===== config.mk =====
export PLATFORM = sky130hd
export DESIGN_NAME = onehot_capture_fifo
export DESIGN_NICKNAME = d
export VERILOG_FILES = /design/src/rtl/onehot_capture_fifo.sv
export SDC_FILE = /design/constraint.sdc
export NUM_CORES = 1
export LEC_CHECK = 0
export BUFFER_PORTS_ARGS = -buffer_cell sky130_fd_sc_hd__buf_2
export CAP_MARGIN = 20
export CORE_UTILIZATION = 43
export CTS_BUF_LIST = sky130_fd_sc_hd__clkbuf_8
export DETAILED_ROUTE_END_ITERATION = 6
export PLACE_DENSITY = 0.74
export SLEW_MARGIN = 0
export SYNTH_ARGS = -nofsm -noshare
export SYNTH_HDL_FRONTEND = slang
export SYNTH_SLANG_ARGS = --single-unit

===== constraint.sdc =====
create_clock -name Clock -period 3.5 [get_ports Clock]
set_input_delay 0.7 -clock Clock [delete_from_list [all_inputs] [get_ports Clock]]
set_output_delay 0.7 -clock Clock [all_outputs]
set_load 0.02 [all_outputs]

===== src/rtl/onehot_capture_fifo.sv =====
// Captures one-hot words, encodes them to an index with a multi-hot flag,
// and queues the events for a downstream valid/ready consumer.
module onehot_capture_fifo #(
    parameter int DEPTH = 4,
    localparam int CW = $clog2(DEPTH) + 1
) (
    input  logic          Clock,
    input  logic          Reset,
    input  logic          In_valid,
    input  logic [0:7]    Y,
    input  logic          Clr_err,
    input  logic          Out_ready,
    output logic          Out_valid,
    output logic [2:0]    Out_code,
    output logic          Out_multi,
    output logic [CW-1:0] Count,
    output logic          Full,
    output logic          Zero_err,
    output logic          Ovf_err
);

    localparam int AW = $clog2(DEPTH);

    logic [3:0]    mem_q [DEPTH];
    logic [3:0]    mem_d [DEPTH];
    logic [AW-1:0] rd_ptr_q, rd_ptr_d;
    logic [AW-1:0] wr_ptr_q, wr_ptr_d;
    logic [CW-1:0] count_q, count_d;
    logic          zero_err_q, zero_err_d;
    logic          ovf_err_q, ovf_err_d;

    logic       y_any;
    logic       y_multi;
    logic [2:0] y_code;
    logic       found;
    logic       full;
    logic       not_empty;
    logic       push;
    logic       pop;

    // Lowest set index wins; Y[0] is the leftmost bit of the word.
    always_comb begin
        y_code = 3'd0;
        found  = 1'b0;
        for (int k = 0; k < 8; k++) begin
            if (Y[k] && !found) begin
                y_code = 3'(k);
                found  = 1'b1;
            end
        end
        y_any   = found;
        y_multi = ($countones(Y) > 1);
    end

    always_comb begin
        full      = (count_q == CW'(DEPTH));
        not_empty = (count_q != '0);
        pop       = not_empty && Out_ready;
        push      = In_valid && y_any && (!full || pop);

        mem_d    = mem_q;
        rd_ptr_d = rd_ptr_q;
        wr_ptr_d = wr_ptr_q;

        if (push) begin
            mem_d[wr_ptr_q] = {y_multi, y_code};
            wr_ptr_d        = wr_ptr_q + AW'(1);
        end
        if (pop) begin
            rd_ptr_d = rd_ptr_q + AW'(1);
        end

        count_d = count_q + CW'(push) - CW'(pop);

        // A new error in the same cycle as Clr_err keeps the flag set.
        zero_err_d = (In_valid && !y_any) || (zero_err_q && !Clr_err);
        ovf_err_d  = (In_valid && y_any && full && !pop)
                  || (ovf_err_q && !Clr_err);
    end

    always_ff @(posedge Clock) begin
        if (Reset) begin
            for (int i = 0; i < DEPTH; i++) begin
                mem_q[i] <= '0;
            end
            rd_ptr_q   <= '0;
            wr_ptr_q   <= '0;
            count_q    <= '0;
            zero_err_q <= 1'b0;
            ovf_err_q  <= 1'b0;
        end else begin
            mem_q      <= mem_d;
            rd_ptr_q   <= rd_ptr_d;
            wr_ptr_q   <= wr_ptr_d;
            count_q    <= count_d;
            zero_err_q <= zero_err_d;
            ovf_err_q  <= ovf_err_d;
        end
    end

    always_comb begin
        Out_valid = not_empty;
        Out_code  = not_empty ? mem_q[rd_ptr_q][2:0] : 3'd0;
        Out_multi = not_empty ? mem_q[rd_ptr_q][3]   : 1'b0;
        Count     = count_q;
        Full      = full;
        Zero_err  = zero_err_q;
        Ovf_err   = ovf_err_q;
    end

endmodule


==> reports/metrics.cfg, run 1 <==
[final_layout]
diodes=0
syn_to_final_growth_pct=17.76
final_area_sq_um=1767
postLayoutCoreUtil_pct=52.94
fill_cells=327
drive_gt1_share_pct=26.63
fin_nets=212

[hold_path]
hold_class=register to register

[global_routing]
grt_use_met3_pct=1.891
busiest_layer=met2
antenna_found_initial=0
grt_pass1_wl_mm=5.340
grt_usage_pct=19.66
grtUsageMet2_pct=32.61
grt-ovfl-total=0
grt_pass1_vias=1181
grt_start_max_net_pins=26
grt_util_met1_pct=25.66

[pwr]
power_frac_clock_pct=18.3
p_per_area_nw_per_um2=547.2
switching_power_w=0.0003816
p_comb_share_pct=43.4
p_seq_share_pct=38.4
ir_drop_uv=183.9
p_total_w=0.0009666
swShare_pct=39.48
p_leak_nw=0.6997
internal_power_w=0.0005850

[synth]
ys_warn_count=0
yosys.area_share.simple_pct=18.77
yosysSeqAreaShare_pct=33.36
synth_area_per_cell_sq_um=9.318
synth_top_family_by_area=simple AND/OR/NAND/NOR gates
syn_nets=188
syn-cell-area_sq_um=1500
muxShareOfSynthArea_pct=6.005
synth_cells=161
yosys_register_bits=25
ys_types=34
synth-compound-area-share_pct=15.93
synthXorXnorAreaFrac_pct=2.919
synthAdderAreaFrac_pct=14.18

[run_status]
violations=setup timing
status=complete, but fails checks

[setup_path]
worstSetupPathType=input port to register
cp_data_arrival_time_ps=3710
worst_setup_path_start_kind=input port
cp-end-kind=register
path_max_fanout=4
cp.required_ps=3660

[floorplanning]
initial_utilization_pct=44.96
ios=24
coreArea_sq_um=3337
rows=21
die_h_um=61.07
dieArea_sq_um=3729
die-width_um=61.07

[routing]
drt_first_pass_iters=4
wirelength_mm=3.187
dr.first_iter.drc_count=46
routedWlPerCell_um=13.86
drc=0
num_vias=1228
ant_nets=0
vias_per_cell=5.339

[timing]
period_share_pct=101.5
min_period_ps=3554
maxSlewViolCount=0
setup_ws_ps=-54.22
rsz0062_at_grt=yes
fin_skew_ps=10.47
worst_pin_slew_ps=980.6
fmax_mhz=281.4
relSlewSlack_pct=33.80
tns_ps=-161.1
finalSetupViolCount=4
finalHoldViolations=0

[clocking]
cts_tree=yes
cts_sinks=25
h-tree-depth=1
clk_latency_ps=280
hold_buffers=0
cts_buffers=3
cts_root_buffer=clkbuf_8
clk_pin_slew_ps=90
clock_path_buffers=2

[placed_design]
port_buffers=23
gp_congestion=0.8111
placed_cell_area_sq_um=1649
place_hpwl_mm=2.305

[job]
drv_cap=0

==> Yosys cell counts <==
library cell / instances / area, sq um
nand2b_1: 1 / 6.260
a211oi_4: 1 / 20.02
ha_1: 9 / 112.6
o311ai_0: 1 / 8.760
nand2_1: 3 / 11.26
inv_1: 22 / 82.58
buf_6: 2 / 22.52
nor4b_1: 1 / 8.760
a221oi_1: 1 / 8.760
or3_1: 1 / 6.260
nor2b_1: 3 / 18.77
inv_2: 1 / 3.750
a22oi_1: 1 / 7.510
a32oi_1: 2 / 17.52
nor2_1: 9 / 33.78
clkbuf_1: 5 / 18.77
xor2_1: 1 / 8.760
a311oi_1: 3 / 26.28
xnor2_1: 4 / 35.03
mux4_2: 4 / 90.09
nand4_1: 4 / 25.02
nor4_4: 2 / 42.54
nor3_1: 8 / 40.04
nor4bb_1: 1 / 10.01
dfxtp_1: 25 / 500.5
buf_2: 1 / 5.000
and2_1: 5 / 31.28
nand3_1: 5 / 25.02
nor4b_2: 1 / 15.01
fa_1: 5 / 100.1
a311oi_2: 1 / 15.01
nor3b_1: 1 / 7.510
o21ai_1: 8 / 40.04
a21oi_1: 19 / 95.09
==> cells by family after synthesis <==
| family | Yosys count |
|---|---|
| buffers and inverters | 31 |
| AND/OR/NAND/NOR | 45 |
| AO/OA/AOI/OAI | 37 |
| adder cells (fa/ha/maj) | 14 |
| flip-flops | 25 |
| multiplexers | 4 |
| XOR/XNOR | 5 |
==> metrics by stage <==
stage	hold WS [ps]	setup slack [ps]	std cells
6_report	488.0	-54.22	230
5_1_grt	510.5	-192.9	230
4_1_cts	490.0	-16.32	230
3_5_place_dp	477.0	-346.5	225
3_3_place_gp	468.0	-242.8	225
2_1_floorplan	455.7	-32.78	161
==> routing by layer <==
| layer | vias to the layer above | wire [um] |
|---|---|---|
| met2 | 30 | 1567 |
| li1 | 605 | - |
| met4 | 0 | 26 |
| met5 | - | 0 |
| met1 | 591 | 1509 |
| met3 | 2 | 83 |
==> final cells by class <==
cell class	count	area [sq um]	area share, %
Clock buffer	3	41.29	2.337
Sequential cell	25	500.5	28.33
Clock inverter	1	7.507	0.4249
Tap cell	46	57.56	3.258
Timing Repair Buffer	27	151.4	8.569
Multi-Input combinational cell	105	922.1	52.20
Inverter	23	86.33	4.887
==> what timing repair did <==
item,CTS,global route
endpoints found under the setup margin,4,4
gates resized for setup,8,4
pin swaps,4,2
buffers inserted,1,0
==> power by group through the flow <==
stage                     Sequential [W]  Clock (W)  Combinational (W)
after floorplan                 0.000376          0           0.000288
after global placement          0.000376          0           0.000373
after detailed placement        0.000379          0           0.000380
after CTS                       0.000372   0.000180           0.000404
after global routing            0.000379   0.000195           0.000469
final                           0.000371   0.000177           0.000419
==> critical path, cell delays in order <==
cell and delay (ps):
buf_6 100, fa_1 530, inv_1 50, fa_1 500, fa_1 420, inv_1 70
ha_2 180, inv_2 40, fa_1 420, nor4bb_4 270, a32oi_1 80, buf_4 180
nor3_2 120, nor3_1 60
==> placed cells by master (no fill, tap or decap), types with 2 or more instances in the layout <==
cell,synthesis,routed
a32oi_1,2,2
nor2b_1,3,3
a21oi_1,19,19
nor3_4,0,2
xnor2_1,4,4
o21ai_1,8,8
and2_1,5,5
dfxtp_1,25,25
nor2_1,9,9
buf_4,0,4
inv_2,1,2
nand4_1,4,4
fa_1,5,5
clkbuf_8,0,3
nor3_2,0,3
a311oi_1,3,3
nor4_4,2,2
inv_1,22,21
ha_1,9,8
nand3_1,5,5
nor3_1,8,3
buf_2,1,22
mux4_2,4,4
nand2_1,3,3
==> registers in the layout, indices dropped and copies added (netlist names) <==
name / flops
mem_q: 16
Count: 3
rd_ptr_q: 2
wr_ptr_q: 2
Ovf_err: 1
Zero_err: 1
==> path summary, 6_finish.rpt <==
check | startpoint | end | slack [ps] | cells past startpoint
hold / removal | mem_q[13] | mem_q[13] | 490 | 2
setup reg to reg | Count[1] | Count[2] | 350 | 10
hold reg to reg | mem_q[13] | mem_q[13] | 490 | 2
setup / recovery | Y[7] | mem_q[7] | -50 | 14
Power figures use the tool's default switching activity.
==> inputs of run 2 (changes only) <==
--- a/config.mk
+++ b/config.mk
@@ -8,7 +8,7 @@
 export BUFFER_PORTS_ARGS = -buffer_cell sky130_fd_sc_hd__buf_2
 export CAP_MARGIN = 20
 export CORE_UTILIZATION = 43
-export CTS_BUF_LIST = sky130_fd_sc_hd__clkbuf_8
+export CTS_BUF_LIST = sky130_fd_sc_hd__clkbuf_4 sky130_fd_sc_hd__clkbuf_8
 export DETAILED_ROUTE_END_ITERATION = 6
 export PLACE_DENSITY = 0.74
 export SLEW_MARGIN = 0
==> reports/metrics.cfg, run 2 (synthesis results as in run 1) <==
[run_status]
status=finished clean

[final_layout]
diodes=0
mostFrequentLayoutCells=dfxtp_1, buf_2, inv_1
final_common_cell=dfxtp_1
largest_reg_flops=16
syn_to_final_growth_pct=14.93
postLayoutCoreUtil_pct=51.67
fin_nets=212
drive_gt1_share_pct=25.54
regMostFlops=mem_q

[setup_path]
worst_setup_path_start_kind=input port
cp_data_arrival_time_ps=3720
path_max_fanout=4
slowest_delay_ps=530
critPathSlowestCell=fa_1
cp.required_ps=3720
crit_chain=buf_2 > fa_1 > inv_1 > fa_1 > fa_1 > inv_1 > ha_2 > inv_1 > fa_1 > nor4bb_4 > a32oi_1 > buf_4 > nor3_2 > nor3_1
cpMostUsedCell=fa_1
cp-end-kind=register
worstSetupPathType=input port to register

[clocking]
clk_latency_ps=330
h-tree-depth=1
cts_root_buffer=clkbuf_4
clock_path_buffers=2
cts_sinks=25
clk_pin_slew_ps=150
cts_tree=yes
cts_buffers=3

[timing]
whs_ps=494.0
finalHoldViolations=0
min_period_ps=3493
period_share_pct=99.79
worst_pin_slew_ps=1009
rsz0062_at_grt=yes
fmax_mhz=286.3
fin_skew_ps=9.888
relSlewSlack_pct=31.91
maxSlewViolCount=0
finalSetupViolCount=0

[pwr]
p_comb_share_pct=44.4
p_total_w=0.0009138
swShare_pct=40.37
switching_power_w=0.0003689
ir_drop_uv=206.7
p_per_area_nw_per_um2=530.0
internal_power_w=0.0005449
power_frac_clock_pct=14.9
p_leak_nw=0.6831
p_seq_share_pct=40.6

[global_routing]
grt_use_met3_pct=1.891
grt-ovfl-total=0
grt_util_met1_pct=24.87
grt_pass1_vias=1153
busiest_layer=met2
grt_pass1_wl_mm=5.140
grtUsageMet2_pct=30.90
grt_start_max_net_pins=26
grt_usage_pct=18.64
antenna_found_initial=0

[routing]
dr.first_iter.drc_count=77
wirelength_mm=3.119
routedWlPerCell_um=13.56
num_vias=1216
drc=0
ant_nets=0
vias_per_cell=5.287
drt_first_pass_iters=4

[floorplanning]
die-width_um=61.07
ios=24
initial_utilization_pct=44.96
rows=21
die_h_um=61.07
coreArea_sq_um=3337
dieArea_sq_um=3729

[job]
drv_cap=0

[hold_path]
hold_class=register to register

[placed_design]
place_hpwl_mm=2.305
port_buffers=23
gp_congestion=0.8111

run 2: through the flow:
| step | cell area [sq um] | setup TNS (ps) | instances | setup slack, ps |
|---|---|---|---|---|
| detailed placement | 1649 | -1364 | 225 | -346.5 |
| global route | 1724 | -525.8 | 230 | -153.1 |
| finish | 1724 | 0 | 230 | 7.487 |
| CTS | 1698 | 0 | 230 | 7.031 |
| global placement | 1649 | -947.4 | 225 | -242.8 |
| floorplan | 1500 | -131.1 | 161 | -32.78 |
run 2: final cells by class:
class / count / area (sq um)
Clock inverter: 1 / 7.507
Multi-Input combinational cell: 105 / 904.6
Sequential cell: 25 / 500.5
Fill cell: 328 / 1613
Tap cell: 46 / 57.56
Timing Repair Buffer: 27 / 145.1
Inverter: 23 / 86.33
Clock buffer: 3 / 22.52
run 2: metal layers:
metal,wire length (um),part of all wire (%),vias up
met5,0,0,-
met4,24,0.77,0
li1,-,-,606
met2,1523,49,37
met1,1444,46,569
met3,126,4.0,4
run 2: worst max-delay path: cells and delay by family:
family | cells | cell delay (ps)
compound gates | 1 | 80
fa+ha+maj | 5 | 2030
simple gates | 3 | 450
buf+inv | 5 | 450
run 2: path summary, 6_finish.rpt:
kind	cells past startpoint	slack (ps)	endpoint	start
hold / removal	2	490	mem_q[13]	mem_q[13]
setup / recovery	14	7	mem_q[7]	Y[7]
hold reg to reg	2	490	mem_q[13]	mem_q[13]
setup reg to reg	10	400	Count[2]	Count[1]
run 2: power by group through the flow:
| stage | sequential [W] | clock (W) | combinational [W] |
|---|---|---|---|
| floorplan | 0.000376 | 0 | 0.000288 |
| global placement | 0.000376 | 0 | 0.000373 |
| detailed placement | 0.000379 | 0 | 0.000380 |
| CTS | 0.000373 | 0.000138 | 0.000395 |
| global route | 0.000379 | 0.000153 | 0.000457 |
| finish | 0.000371 | 0.000136 | 0.000406 |
run 2: what timing repair did:
action                                  CTS  global route
gates cloned                              0             0
endpoints found under the setup margin    1             4
pin swaps                                 1             5
hold buffers                              0             0
buffers inserted                          1             0
resized for setup                         2             5
